**src/rtl/note_player.sv**
```systemverilog
// Note sequencer: latches a note and its beat count, counts beats down while play is high,
// and pulses note_done for one cycle when the note runs out.
module note_player #(
    parameter int NOTE_WIDTH     = 6,
    parameter int DURATION_WIDTH = 6
) (
    input  logic                      clk,
    input  logic                      reset_n,
    input  logic                      play,
    input  logic                      beat,
    input  logic                      load_new_note,
    input  logic [NOTE_WIDTH-1:0]     note,
    input  logic [DURATION_WIDTH-1:0] duration,
    output logic [NOTE_WIDTH-1:0]     note_out,
    output logic                      active,
    output logic [DURATION_WIDTH-1:0] beats_left,
    output logic                      note_done
);

    localparam logic [1:0] IDLE    = 2'd0;
    localparam logic [1:0] PLAYING = 2'd1;
    localparam logic [1:0] FINISH  = 2'd2;

    logic [1:0]            state;
    logic [NOTE_WIDTH-1:0] note_q;

    // A load wins over everything else, including the final beat of the current note.
    always_ff @(posedge clk or negedge reset_n) begin
        if (!reset_n) begin
            state      <= IDLE;
            note_q     <= '0;
            beats_left <= '0;
        end else if (load_new_note) begin
            if (duration != '0) begin
                state      <= PLAYING;
                note_q     <= note;
                beats_left <= duration;
            end else begin
                state      <= FINISH;
                beats_left <= '0;
            end
        end else begin
            case (state)
                PLAYING: begin
                    if (beat && play) begin
                        if (beats_left == DURATION_WIDTH'(1)) begin
                            beats_left <= '0;
                            state      <= FINISH;
                        end else begin
                            beats_left <= beats_left - DURATION_WIDTH'(1);
                        end
                    end
                end
                FINISH:  state <= IDLE;
                default: state <= IDLE;
            endcase
        end
    end

    // Pausing only mutes the output; the latched note is kept for when play returns.
    assign note_out  = (state == PLAYING && play) ? note_q : '0;
    assign active    = (state == PLAYING) || (state == FINISH);
    assign note_done = (state == FINISH);

endmodule

```
**config.mk**
```make
export PLATFORM = sky130hd
export DESIGN_NAME = note_player
export DESIGN_NICKNAME = d
export VERILOG_FILES = /design/src/rtl/note_player.sv
export SDC_FILE = /design/constraint.sdc
export NUM_CORES = 1
export LEC_CHECK = 0
export CORE_MARGIN = 2
export CORE_UTILIZATION = 44
export CTS_CLUSTER_SIZE = 30
export DETAILED_ROUTE_END_ITERATION = 6
export DONT_BUFFER_PORTS = 1
export PLACE_DENSITY_LB_ADDON = 0.15
export SLEW_MARGIN = 25
export SYNTH_ARGS = -nofsm -noshare
export SYNTH_HDL_FRONTEND = slang
export SYNTH_SLANG_ARGS = --single-unit
```
**constraint.sdc**
```tcl
create_clock -name clk -period 2.3 [get_ports clk]
set_clock_uncertainty 0.2 [all_clocks]
set_input_delay 0.46 -clock clk [delete_from_list [all_inputs] [get_ports clk]]
set_output_delay 0.46 -clock clk [all_outputs]
set_load 0.01 [all_outputs]
```
# Word-level counts from Yosys, hierarchy flattened
# Index checks and enable logic that the tools add are counted.
dict set report op_classes {
  add_sub_neg 1
  eq_ne 5
  mux 11
  n_reduce_logical 9
}
# operator n
set ops {}
lappend ops {{$mux 6} 6}
lappend ops {{$mux 2} 5}
lappend ops {{$eq 6x1->1 const B} 1}
lappend ops {{$ne 3x3->1 const B} 2}
lappend ops {{$reduce_and 2->1} 3}
lappend ops {{$reduce_bool 6->1} 1}
lappend ops {{$sub 6x1->6 const B} 1}
lappend ops {{$reduce_bool 2->1} 2}
lappend ops {{$eq 2x1->1 const B} 1}
lappend ops {{$eq 2x2->1 const B} 1}
lappend ops {{$logic_and 1x1->1} 2}
lappend ops {{$logic_or 1x1->1} 1}
dict set report totals {
  regBits 14
  inputBits 17
  out_inout_bits 14
  word_cells 29
}

# Logic depth before layout (Yosys ltp)
dict set report logic_depth {
  word_depth 5
  depth_mapped 5
}

# Worst setup path after synthesis
# Ideal clock, no wire load.
dict set report synth_path {
  kind {register to register}
  start {register beats_left[1]}
  end {register state[1]}
  setup_time_ns 0.121
  arrival_time_ns 1.726
  t_required_ns 1.979
  setup_slack_ns 0.253
  path_stages_with_launch 6
  synth_period_minus_slack_ns 2.047
  cell_sequence {dfrtp_1 -> inv_1 -> ha_1 -> or4b_4 -> o311a_1 -> a22o_1}
}
dict set report synth_between {
  elab_chain_len 3
}
# item line
set synth_rtl {}
lappend synth_rtl {{start, declared} 16} ;# output logic [DURATION_WIDTH-1:0] beats_left,
lappend synth_rtl {{start signal, assigned} 37} ;# beats_left <= duration;
lappend synth_rtl {{start signal, assigned} 50} ;# beats_left <= beats_left - DURATION_WIDTH'(1);
lappend synth_rtl {{$eq 6x1->1} 46} ;# if (beats_left == DURATION_WIDTH'(1)) begin
lappend synth_rtl {{$ne 3x3->1 (no line)} -}
lappend synth_rtl {{$reduce_and 2->1 (no line)} -}
lappend synth_rtl {{end signal, assigned} 48} ;# state <= FINISH;
lappend synth_rtl {{end signal, assigned} 54} ;# FINISH: state <= IDLE;
lappend synth_rtl {{end signal, assigned} 55} ;# default: state <= IDLE;
lappend synth_rtl {{end, declared} 24} ;# logic [1:0] state;
# No other way between the ends.
# A chain may end at the register's enable or synchronous reset.

# Worst setup path in the final report
# Ends and elaborated chain as after synthesis.

==> results.json <==
{
  "cts_sinks": 14,
  "drv_slew": 0,
  "period_share": 0.907,
  "grt_pass1_wl_mm": 2.87,
  "worst_pin_slew_ps": 631,
  "setup_ws_ps": 213,
  "regArea_um2": 350,
  "gp_congestion": 0.720,
  "grt_use_met1": 0.266,
  "num_rows": 15,
  "crit_fanout": 4,
  "period_needed_ps": 2090,
  "grt_max_degree": 15,
  "status": "finished, final reports clean",
  "synthArstFlopShare": 1.00,
  "hpwl_mm": 1.34,
  "rsz0062_at_grt": "no",
  "die_area_um2": 2220,
  "clockBufferDepth": 2,
  "detail_route.iter0.violations": 17,
  "ys.flop_type": "dfrtp_1",
  "synth_commonest_cells": "dfrtp_1 (14), and3_1 (7), mux2_2 (7)",
  "pwr_density_cell_nw_per_um2": 637,
  "met2_usage": 0.282,
  "ant_nets": 0,
  "routedWlPerCell_um": 16.9,
  "clock_latency_ps": 280,
  "synth_top_area_share": 0.428,
  "hold_class": "input port to flop",
  "rrSetupSlack_ps": 210,
  "vias_per_cell": 5.97,
  "postSynthAreaPerCell_um2": 10.8,
  "h-tree-depth": 1,
  "crit_path_start_kind": "flop",
  "synth_cell_types": 30,
  "nFillCells": 183,
  "multiInputGateArea_um2": 434,
  "leakage_nw": 0.405,
  "path_cells": "inv_1, ha_1, or4b_4, o311a_1, a22o_1",
  "syn-cell-area_um2": 818,
  "drt_first_pass_iters": 4,
  "ios": 31,
  "cp_data_arrival_time_ps": 2070,
  "pre_cts_ws_ps": 164,
  "port_buffers": 0,
  "max_cap_viol_count": 0,
  "ys_top_cells_by_area": "dfrtp_1 (43%), mux2_2 (9.6%), ha_1 (6.1%)",
  "holdCritStartpoint": "duration[1]",
  "setup_viol": 0,
  "yosysSeqAreaShare": 0.428,
  "slowest_delay_ps": 500,
  "antenna_found_initial": 0,
  "num_vias": 639,
  "p_clk_frac": 0.306,
  "nets": 104,
  "first_global_vias": 613,
  "synthToLayoutAreaGrowth_pct": 11.3,
  "floorplan.initialDensity": 0.469,
  "core_um2": 1750,
  "min_path_cells": 1,
  "ir_drop_mv": 0.255,
  "grtUsageTotal": 0.192,
  "post_cts_buffers": 0,
  "combPwrFrac": 0.185,
  "dieWidth_um": 47.1,
  "crit_path_end_kind": "flop",
  "ff2ff_path_depth": 5,
  "synth-seq-cells": 14,
  "yosysMostFrequentCell": "dfrtp_1",
  "hold_viol": 0,
  "max_freq_ghz": 0.479,
  "crit_type": "flop to flop",
  "busiest_layer": "met2",
  "grt_overflow": 0,
  "p_sw_mw": 0.162,
  "crit_slowest_cell": "or4b_4",
  "tns_ps": 0,
  "clk_pin_slew_ps": 90,
  "num_antenna_cells": 0,
  "r2r_start": "beats_left[1]",
  "syn_nets": 97,
  "synth_edf_count": 0,
  "internal_power_mw": 0.418,
  "use_met3": 0.0500,
  "syn_inst": 76,
  "rr_endpoint": "state[1]",
  "switching_share": 0.280,
  "drive_gt1_frac": 0.232,
  "drc": 0,
  "cts-root-buf": "clkbuf_4",
  "hold_path_end": "beats_left[1]",
  "drt_wl_total_mm": 1.81,
  "crit_required_ps": 2280,
  "synth_warnings": 0,
  "cts_tree": "yes",
  "power.share.sequential": 0.508,
  "relSlewSlack": 0.578,
  "yosysTopAreaCell": "dfrtp_1",
  "die_h_um": 47.1,
  "cts_made_buffers": 3
}
## metal layers
layer / up-vias / routed length [um]
met1: 305 / 776
met2: 27 / 850
li1: 303 / -
met4: 0 / 30
met3: 4 / 148
met5: - / 0
## power by group through the flow
stage / registers [mW] / logic, mW / clock network, mW
global route: 0.300 / 0.121 / 0.190
CTS: 0.295 / 0.109 / 0.185
floorplan: 0.298 / 0.0764 / 0
finish: 0.295 / 0.107 / 0.178
global placement: 0.299 / 0.0988 / 0
detailed placement: 0.300 / 0.101 / 0
## layout make-up
class,instances,share of cell area
clock buffer,4,0.0398
multi-input combinational,53,0.477
inverter,7,0.0288
tap,25,0.0343
timing repair buffer,4,0.0357
sequential,14,0.385
## cell usage in the layout, fill, tap and decap left out, drive strengths merged, types with 2 or more instances in the layout
| cell type | instances |
|---|---|
| mux2 | 7 |
| clkbuf | 4 |
| nand3 | 2 |
| nor3 | 3 |
| inv | 6 |
| nand2 | 2 |
| o311a | 2 |
| or4b | 2 |
| a31oi | 2 |
| nand4b | 2 |
| buf | 3 |
| and3 | 7 |
| nor2 | 3 |
| ha | 4 |
| or4 | 3 |
| o21ai | 3 |
| dfrtp | 14 |
## worst max path at each step
stage | startpoint | end | slack (ps)
finish | beats_left[1] | state[1] | 210
global placement | duration[0] | note_q[4] | 220
floorplan | beats_left[1] | state[1] | 250
global route | beats_left[1] | state[1] | 130
detailed placement | duration[0] | note_q[0] | 160
CTS | beats_left[1] | state[1] | 220
## logic make-up after synthesis
family | share of synthesized area
and+or+nand+nor | 0.205
adders and majority gates | 0.0612
DFF | 0.428
buffers and inverters | 0.0413
AOI/OAI and AO/OA | 0.156
muxes | 0.109
## worst max-delay path, delay by kind of cell (launching register included)
family	cells	cell delay, ps
adder cells (fa/ha/maj)	1	210
AO/OA/AOI/OAI	2	600
AND/OR/NAND/NOR	1	500
buffers and inverters	1	90
flip-flops	1	380
## state kept, by name, summed over array words and instances, names as in the netlist
register / flops
note_q: 6
beats_left: 6
state: 2
## metrics by stage
| stage | power, mW | hold WS (ps) | util | instances | cell area [um2] |
|---|---|---|---|---|---|
| 2_1_floorplan | 0.374 | -35.6 | - | 76 | 818 |
| 3_3_place_gp | 0.398 | -35.2 | 0.495 | 102 | 865 |
| 3_5_place_dp | 0.401 | -35.2 | 0.495 | 102 | 865 |
| 4_1_cts | 0.588 | 111 | 0.522 | 107 | 911 |
| 5_1_grt | 0.611 | 118 | 0.522 | 107 | 911 |
| 6_report | 0.580 | 122 | 0.522 | 107 | 911 |
## repair_timing
item,CTS,global route
resized for setup,0,0
endpoints found under the setup margin,0,0
endpoints found under the hold margin,14,0
hold buffers,1,0
Note: power is estimated with default switching activity, not from simulation.
